<file path="src/rtl/phy_pkg.sv">
// Shared PHY definitions: control codes, frame geometry and the link state
// type, imported by both the transmit serializer and the receive deserializer.
package phy_pkg;

  localparam logic [7:0] K_COMMA    = 8'hBC;
  localparam logic [7:0] K_IDLE     = 8'h7C;
  localparam int         FRAME_BITS = 32;

  typedef enum logic {
    SYNC   = 1'b0,
    ACTIVE = 1'b1
  } phy_state_e;

  function automatic logic [FRAME_BITS-1:0] comma_frame();
    return {4{K_COMMA}};
  endfunction

endpackage

</file>
<file path="src/rtl/phy_tx_frame_builder.sv">
// Combinational next-frame builder: four lanes packed lane0-first, with idle
// substitution for invalid lanes. Idle code is 8'h7C when PHY_TX_IDLE_7C_EN
// is defined, otherwise 8'hBC.
module phy_tx_frame_builder
  import phy_pkg::*;
(
  input  logic        i_state,
  input  logic [3:0]  i_valid,
  input  logic [7:0]  i_lane0,
  input  logic [7:0]  i_lane1,
  input  logic [7:0]  i_lane2,
  input  logic [7:0]  i_lane3,
  output logic [31:0] o_frame
);

`ifdef PHY_TX_IDLE_7C_EN
  localparam logic [7:0] IDLE_CODE = K_IDLE;
`else
  localparam logic [7:0] IDLE_CODE = K_COMMA;
`endif

  logic [7:0] w_byte0;
  logic [7:0] w_byte1;
  logic [7:0] w_byte2;
  logic [7:0] w_byte3;

  assign w_byte0 = i_valid[0] ? i_lane0 : IDLE_CODE;
  assign w_byte1 = i_valid[1] ? i_lane1 : IDLE_CODE;
  assign w_byte2 = i_valid[2] ? i_lane2 : IDLE_CODE;
  assign w_byte3 = i_valid[3] ? i_lane3 : IDLE_CODE;

  // The preamble is always pure comma, regardless of lane contents.
  always_comb begin
    o_frame = comma_frame();
    if (i_state == ACTIVE) begin
      o_frame = {w_byte0, w_byte1, w_byte2, w_byte3};
    end
  end

endmodule

</file>
<file path="src/rtl/phy_tx_serializer.sv">
// PHY transmit serializer: 4x8-bit lanes to one MSB-first serial stream,
// preceded by SYNC_FRAMES comma frames after reset. Optional PHY_TX_IDLE_7C_EN.
module phy_tx_serializer
  import phy_pkg::*;
#(
  parameter int SYNC_FRAMES = 2
)
(
  input  logic       clk_32f,
  input  logic       default_values,
  input  logic       valid0,
  input  logic       valid1,
  input  logic       valid2,
  input  logic       valid3,
  input  logic [7:0] data_in0,
  input  logic [7:0] data_in1,
  input  logic [7:0] data_in2,
  input  logic [7:0] data_in3,
  output logic       data_out,
  output logic       load,
  output logic       active
);

  localparam logic [3:0] LAST_SYNC = 4'(SYNC_FRAMES - 1);
  localparam logic [4:0] BIT_LAST  = 5'(FRAME_BITS - 1);

  phy_state_e  r_state;
  phy_state_e  w_state_nxt;
  phy_state_e  w_build_state;
  logic [31:0] r_shreg;
  logic [31:0] w_shreg_nxt;
  logic [31:0] w_frame;
  logic [4:0]  r_bit_cnt;
  logic [3:0]  r_sync_cnt;
  logic [3:0]  w_sync_cnt_nxt;
  logic        w_boundary;
  logic        w_take_data;
  logic        w_load_nxt;

  assign w_boundary    = (r_bit_cnt == BIT_LAST);
  // Data is taken either in ACTIVE or on the boundary closing the last comma frame.
  assign w_take_data   = (r_state == ACTIVE) || (r_sync_cnt == LAST_SYNC);
  assign w_build_state = w_take_data ? ACTIVE : SYNC;
  assign w_load_nxt    = (r_bit_cnt == (BIT_LAST - 5'd1)) && w_take_data;

  phy_tx_frame_builder u_frame_builder (
    .i_state (w_build_state),
    .i_valid ({valid3, valid2, valid1, valid0}),
    .i_lane0 (data_in0),
    .i_lane1 (data_in1),
    .i_lane2 (data_in2),
    .i_lane3 (data_in3),
    .o_frame (w_frame)
  );

  always_comb begin
    w_state_nxt    = r_state;
    w_sync_cnt_nxt = r_sync_cnt;
    w_shreg_nxt    = r_shreg << 1;
    if (w_boundary) begin
      w_shreg_nxt = w_frame;
      if (r_state == SYNC) begin
        if (r_sync_cnt == LAST_SYNC) begin
          w_state_nxt = ACTIVE;
        end else begin
          w_sync_cnt_nxt = r_sync_cnt + 4'd1;
        end
      end
    end
  end

  always_ff @(posedge clk_32f) begin
    if (default_values) begin
      r_state    <= SYNC;
      r_sync_cnt <= 4'd0;
      r_bit_cnt  <= 5'd0;
      r_shreg    <= comma_frame();
      data_out   <= 1'b0;
      load       <= 1'b0;
      active     <= 1'b0;
    end else begin
      r_state    <= w_state_nxt;
      r_sync_cnt <= w_sync_cnt_nxt;
      r_bit_cnt  <= r_bit_cnt + 5'd1;
      r_shreg    <= w_shreg_nxt;
      data_out   <= r_shreg[31];
      load       <= w_load_nxt;
      active     <= (w_state_nxt == ACTIVE);
    end
  end

endmodule

</file>
<file path="config.mk">
export PLATFORM = sky130hd
export DESIGN_NAME = phy_tx_serializer
export DESIGN_NICKNAME = d
export VERILOG_FILES = /design/src/rtl/phy_pkg.sv /design/src/rtl/phy_tx_frame_builder.sv /design/src/rtl/phy_tx_serializer.sv
export SDC_FILE = /design/constraint.sdc
export NUM_CORES = 1
export LEC_CHECK = 0
export CAP_MARGIN = 20
export CORE_UTILIZATION = 35
export CTS_BUF_LIST = sky130_fd_sc_hd__clkbuf_16
export CTS_CLUSTER_SIZE = 40
export DETAILED_ROUTE_END_ITERATION = 8
export HOLD_SLACK_MARGIN = 0.12
export PLACE_DENSITY = 0.56
export RECOVER_POWER = 100
export SKIP_CTS_REPAIR_TIMING = 1
export SLEW_MARGIN = 20
export SYNTH_ARGS = -nofsm -noshare
export SYNTH_HDL_FRONTEND = slang
export SYNTH_SLANG_ARGS = --single-unit
export TNS_END_PERCENT = 50
</file>
<file path="constraint.sdc">
create_clock -name clk_32f -period 2.77 [get_ports clk_32f]
set_clock_uncertainty 0.05 [all_clocks]
set_input_delay 0.4155 -clock clk_32f [delete_from_list [all_inputs] [get_ports clk_32f]]
set_output_delay 0.4155 -clock clk_32f [all_outputs]
set_load 0.05 [all_outputs]
</file>
==> results by group, run 1 <==
Drt
  – Iter 0 DRT Violations: 62
  – DR DRC count: 0
  – Antenna-violating nets left: 0
  – WL/cell: 11.84 µm
  – Detailed-route via count: 1,427
  – DRT Wirelength: 3599 µm
  – Pre-antenna DRT Iters: 4
  – Mean number of vias per cell: 4.694

Power and ir drop
  – Clock share of power: 0.466
  – Pint: 1.153 mW
  – Seq pwr share: 0.463
  – Leak Pwr: 0.8923 nW
  – Switching pwr: 0.2951 mW
  – Combinational power share: 0.072
  – Worst vdd ir: 294.9 µV
  – Net Sw Frac: 0.2038
  – PD cells: 617.6 mW/mm²

Cells and area
  – Area delta synth->final: 34.05%
  – Ant. Diodes: 0
  – Share of layout cells above drive strength 1: 0.04219
  – Final #Nets: 279
  – Non-Filler Instances: 304

Logic synthesis
  – Mapped Area: 0.001749 mm²
  – Most frequent cell after synthesis: dfxtp_1
  – Synth Flop Type: dfxtp_1
  – Top-area cell type share of the netlist area: 0.5036
  – Ys Warns: 0
  – Asr flop ratio synth: 0
  – Syn Inst Count: 200
  – Yosys top cell by area: dfxtp_1
  – Syn nets: 243
  – Seq/Total Area, Yosys: 0.5036
  – Yosys cell types: 31
  – Post-synth top cells: 44 x dfxtp_1, 22 x nor2_1, 19 x a21oi_1
  – Number of flops mapped to enable cells by yosys: 0
  – Synth area leaders: dfxtp_1 50%, a21oi_1 5.4%, nor2_1 4.7%, nor3_1 3.7%, ha_1 3.6%
  – Yosys reg bits: 44
  – Synth Area per Inst: 8.746 µm²

Timing
  – Period utilization: 0.7945
  – Final Setup Violations: 0
  – Worst-margin pin slew: 0.8745 ns
  – Hold Fails Final Rpt: 0
  – Max-slew violations: 0
  – Slew Limit Headroom: 0.4158
  – RSZ-0062 raised after global routing: false
  – Fmax: 454.4 MHz
  – Final Hold Slack: 0.3757 ns
  – Setup TNS: 0 ns
  – Final WS setup: 0.5691 ns
  – Tmin final: 2.201 ns

Floorplan
  – Initial Utilization: 0.3679
  – Top-level I/O count: 41
  – Die area: 0.005285 mm²
  – Die X-Extent: 72.70 µm
  – Row count: 25
  – Die extent in y: 72.70 µm
  – Core area: 0.004755 mm²

Clocking
  – CTS Buffer Depth: 2
  – TritonCTS sink count: 44
  – CTS tree: built
  – Clock transition at path regs: 0.06 ns
  – Htree depth: 2
  – Worst skew pair latency: 0.28 ns
  – CTS root buf: clkbuf_16
  – Num CTS Buffers: 5

Critical path
  – Worst Setup Path Type: reg -> reg
  – Required time worst endpoint: 2.88 ns
  – CP max FO: 16
  – Crit start category: flop
  – R2R depth: 4
  – Worst R2R End: r_shreg[15]$_SDFF_PP1_
  – WP data arrival: 2.31 ns
  – Worst reg2reg setup slack: 0.57 ns
  – CP Capture Type: flop
  – RR Startpoint: r_sync_cnt[0]$_SDFFE_PP0P_

Placement
  – Post-DP HPWL: 2462 µm
  – Port Buf Inserts: 40
  – Worst slack, placed: 0.6634 ns
  – Placed Instances: 296
  – GP Congestion: 0.6824

Global routing
  – Overall Global Routing Usage: 0.1502
  – Global-route wire length before repair: 5989 µm
  – Number of global-route vias before repair: 1,293
  – Gr ovfl total: 0
  – Initial antenna violation count: 0
  – Largest net degree at the start of global routing: 21

Worst hold path
  – HP Start: r_shreg[7]$_SDFF_PP1_
  – Worst Hold Path EP: r_shreg[8]$_SDFF_PP0_
  – Worst Hold Depth: 2
  – Hold crit path type: reg -> reg

Job
  – Max cap viols: 0

Run status
  – Run status: completed
==> power groups by stage <==
stage	Combinational, mW	Clock (mW)	Sequential, mW
finish	0.104	0.674	0.670
global route	0.116	0.721	0.673
CTS	0.107	0.688	0.670
detailed placement	0.107	0	0.684
global placement	0.105	0	0.685
floorplan	0.0401	0	0.686
==> metrics by stage <==
step / utilization / instance area (µm²) / total power [mW]
detailed placement: 0.4611 / 2192 / 0.7908
finish: 0.4932 / 2345 / 1.448
floorplan: - / 1749 / 0.7257
CTS: 0.4974 / 2365 / 1.466
global route: 0.4932 / 2345 / 1.509
global placement: 0.4611 / 2192 / 0.7903
==> cells by family (layout without fill, tap and decap cells) <==
logic type / Yosys count / count (layout) / share of synthesized area
XOR/XNOR: 2 / 2 / 0.01002
adder cells (fa/ha/maj): 5 / 5 / 0.03577
buffers and inverters: 22 / 59 / 0.05365
AO/OA/AOI/OAI: 47 / 47 / 0.1660
AND/OR/NAND/NOR: 80 / 80 / 0.2310
flip-flops: 44 / 44 / 0.5036
==> registers in the layout (all words and copies together) (netlist names) <==
signal / flops
load: 1
r_state: 1
r_shreg: 32
r_sync_cnt: 4
r_bit_cnt: 5
data_out: 1
==> layer usage <==
metal  track usage  part of all wire  vias up
met4       0.06536             0.018        0
li1              -                 -      762
met5             0                 0        -
met3       0.04834             0.043        6
met1        0.2033              0.51      638
met2        0.2191              0.43       21
==> worst max-delay path by stage <==
stage | endpoint | start | slack, ns | depth (start not counted)
3_5_place_dp | r_shreg[15]$_SDFF_PP1_ | default_values | 0.66 | 3
4_1_cts | active | r_state$_SDFFE_PP0N_ | 0.58 | 1
6_report | r_shreg[15]$_SDFF_PP1_ | r_sync_cnt[0]$_SDFFE_PP0P_ | 0.57 | 4
5_1_grt | r_shreg[15]$_SDFF_PP1_ | r_sync_cnt[0]$_SDFFE_PP0P_ | 0.34 | 4
3_3_place_gp | r_shreg[15]$_SDFF_PP1_ | default_values | 0.69 | 3
2_1_floorplan | r_shreg[11]$_SDFF_PP1_ | r_bit_cnt[0]$_SDFF_PP0_ | 1.04 | 8
==> placed cells by master (no fill, tap or decap) <==
cell | netlist | final
nor2b_1 | 2 | 2
nand3b_1 | 2 | 2
buf_4 | 1 | 1
nor3b_2 | 0 | 1
inv_1 | 7 | 7
nand3_1 | 12 | 12
xor2_1 | 1 | 1
clkinv_1 | 1 | 1
or4_1 | 2 | 2
o31ai_1 | 1 | 1
clkdlybuf4s50_1 | 0 | 36
o21ai_1 | 11 | 2
o22a_1 | 2 | 2
nor2_1 | 22 | 22
dlygate4sd3_1 | 0 | 4
dfxtp_1 | 44 | 44
nand2b_1 | 2 | 3
bufinv_16 | 0 | 1
nand2_1 | 12 | 12
ha_1 | 5 | 5
a21o_1 | 5 | 5
o21ai_0 | 1 | 10
xnor2_1 | 1 | 1
nand4_1 | 1 | 1
o21bai_1 | 0 | 1
a21oi_1 | 19 | 19
o2111ai_1 | 7 | 7
clkinv_4 | 0 | 2
clkbuf_16 | 0 | 5
clkbuf_1 | 7 | 2
or2_1 | 7 | 7
and3_1 | 1 | 1
nor3_1 | 13 | 13
or3_1 | 2 | 2
==> final cells by class <==
cell class,count,area (µm²)
Sequential cell,44,880.8
Multi-Input combinational cell,134,762.0
Fill cell,490,2410
Tap cell,67,83.83
Clock buffer,5,125.1
Inverter,8,30.03
Timing Repair Buffer,43,415.4
Clock inverter,3,47.55
==> critical path: stages (launching register included) <==
cell and delay, ns:
dfxtp_1 0.39, ha_1 0.16, nor3b_2 0.70, o21bai_1 0.47
o22a_1 0.30
Power figures use the tool's default switching activity.
==> inputs of run 2 (changes only) <==
==> constraint.sdc (replaced) <==
create_clock -name clk_32f -period 2.1 [get_ports clk_32f]
set_clock_uncertainty 0.05 [all_clocks]
set_input_delay 0.315 -clock clk_32f [delete_from_list [all_inputs] [get_ports clk_32f]]
set_output_delay 0.315 -clock clk_32f [all_outputs]
set_load 0.05 [all_outputs]
==> run 2 against run 1 <==
First-iteration DRC count shrank 23%. Sequential share of layout area is the same. Final cell count grew 1.6%. Critical path depth grew 1. Flip-flop and latch count is the same. Non-clock buffer count grew 5. Hold slack lost 0.00058 ns. Routed wire length shrank 1.1%. Combinational power grew 35%. Largest cell class unchanged.
==> results by group, run 2 (synthesized netlist as in run 1, its figures left out) <==
Run status
  – Run status: completed

Clocking
  – CTS root buf: clkbuf_16
  – Worst skew pair latency: 0.28 ns
  – CTS Buffer Depth: 2
  – TritonCTS sink count: 44
  – Clock transition at path regs: 0.06 ns
  – Num CTS Buffers: 5
  – Htree depth: 2
  – CTS tree: built

Drt
  – Antenna-violating nets left: 0
  – DR DRC count: 0
  – DRT Wirelength: 3560 µm
  – Detailed-route via count: 1,438
  – Pre-antenna DRT Iters: 4
  – Iter 0 DRT Violations: 48
  – Mean number of vias per cell: 4.654
  – WL/cell: 11.52 µm

Floorplan
  – Die X-Extent: 72.70 µm
  – Core area: 0.004755 mm²
  – Die area: 0.005285 mm²
  – Die extent in y: 72.70 µm
  – Initial Utilization: 0.3679
  – Top-level I/O count: 41
  – Row count: 25

Cells and area
  – Ant. Diodes: 0
  – Biggest regs: r_shreg x32, r_bit_cnt x5, r_sync_cnt x4
  – # fillers: 485
  – Share of layout cells above drive strength 1: 0.05372
  – Commonest non-fill, non-tap cell in the layout: dfxtp_1
  – Commonest cells after routing, fill and taps aside: 44 x dfxtp_1, 36 x clkdlybuf4s50_1, 22 x nor2_1
  – Area delta synth->final: 34.05%
  – Final #Nets: 284
  – Max FFs per register: 32
  – Final Util: 0.4932
  – Biggest register: r_shreg

Critical path
  – WP data arrival: 1.98 ns
  – Worst Setup Path Type: reg -> reg
  – CP Capture Type: flop
  – Buf/Inv on CP: 0
  – Slowest-stage cell, CP: or2_1
  – Crit start category: flop
  – Required time worst endpoint: 2.21 ns
  – Cells along the critical path: ha_1, and3_1, ha_1, or2_1, o22a_1
  – RR Startpoint: r_bit_cnt[0]$_SDFF_PP0_
  – Most frequent CP cell: ha_1
  – Crit. Startpoint: r_bit_cnt[0]$_SDFF_PP0_
  – CP max FO: 15
  – CP top delay family: simple AND/OR/NAND/NOR gates
  – Crit path largest cell delay: 0.44 ns

Worst hold path
  – HP Start: r_shreg[24]$_SDFF_PP0_
  – Hold crit path type: reg -> reg

Job
  – Max cap viols: 0

Power and ir drop
  – Leak Pwr: 0.8983 nW
  – PD cells: 740.6 mW/mm²
  – Worst vdd ir: 375.7 µV
  – Design Power: 1.737 mW

Timing
  – RSZ-0062 raised after global routing: false
  – Hold Fails Final Rpt: 0
  – Tmin final: 1.866 ns
  – Fmax: 535.8 MHz
  – Max-slew violations: 0
  – Final Hold Slack: 0.3751 ns
  – Final Setup Violations: 0
  – Setup TNS: 0 ns
  – Worst-margin pin slew: 0.7588 ns
  – Period utilization: 0.8887
  – Final WS setup: 0.2337 ns
  – Slew Limit Headroom: 0.4941

Placement
  – GP Congestion: 0.7803
  – Port Buf Inserts: 40
  – Worst slack, placed: 0.2173 ns
  – Post-DP HPWL: 2521 µm

Global routing
  – Global-route wire length before repair: 5782 µm
  – Largest net degree at the start of global routing: 19
  – Number of global-route vias before repair: 1,305
  – Gr ovfl total: 0
  – Overall Global Routing Usage: 0.1454
  – Initial antenna violation count: 0
## run 2: stage by stage
| step | instance area [µm²] | std cells |
|---|---|---|
| 6_report | 2345 | 309 |
| 5_1_grt | 2345 | 309 |
| 4_1_cts | 2366 | 309 |
| 3_5_place_dp | 2230 | 301 |
| 3_3_place_gp | 2230 | 301 |
| 2_1_floorplan | 1749 | 200 |
## run 2: cell type report
type                       instances  area (µm²)  area share
clock inverter                     3       11.26    0.004803
tap                               67       83.83     0.03575
sequential                        44       880.8      0.3757
clock buffer                       5       125.1     0.05336
timing repair buffer              48       450.4      0.1921
inverter                           8       30.03     0.01281
multi-input combinational        134       763.2      0.3255
## run 2: layer usage
layer,GRT usage,share of wire,up-vias,wire (µm)
met3,0.05387,0.046,2,164
li1,-,-,766,-
met2,0.2129,0.43,24,1527
met5,0,0,-,0
met4,0.05229,0.0076,0,27
met1,0.1962,0.52,646,1841
## run 2: where the power goes
part	total, mW	internal, mW	switching [mW]
logic	0.140	0.0864	0.0536
clock network	0.712	0.427	0.284
registers	0.885	0.872	0.0126
total	1.74	1.39	0.351
## run 2: path summary, 6_finish.rpt
kind	end	slack (ns)	cells past startpoint
worst max register to register	r_shreg[15]$_SDFF_PP1_	0.23	5
worst min-delay path	r_shreg[25]$_SDFF_PP0_	0.38	2
worst max-delay path	r_shreg[15]$_SDFF_PP1_	0.23	5
worst min register to register	r_shreg[25]$_SDFF_PP0_	0.38	2
## run 2: worst register-to-register path, stage by stage (launching register included)
cell and delay [ns]:
dfxtp_1 0.33, ha_1 0.22, and3_1 0.18, ha_1 0.25
or2_1 0.44, o22a_1 0.28
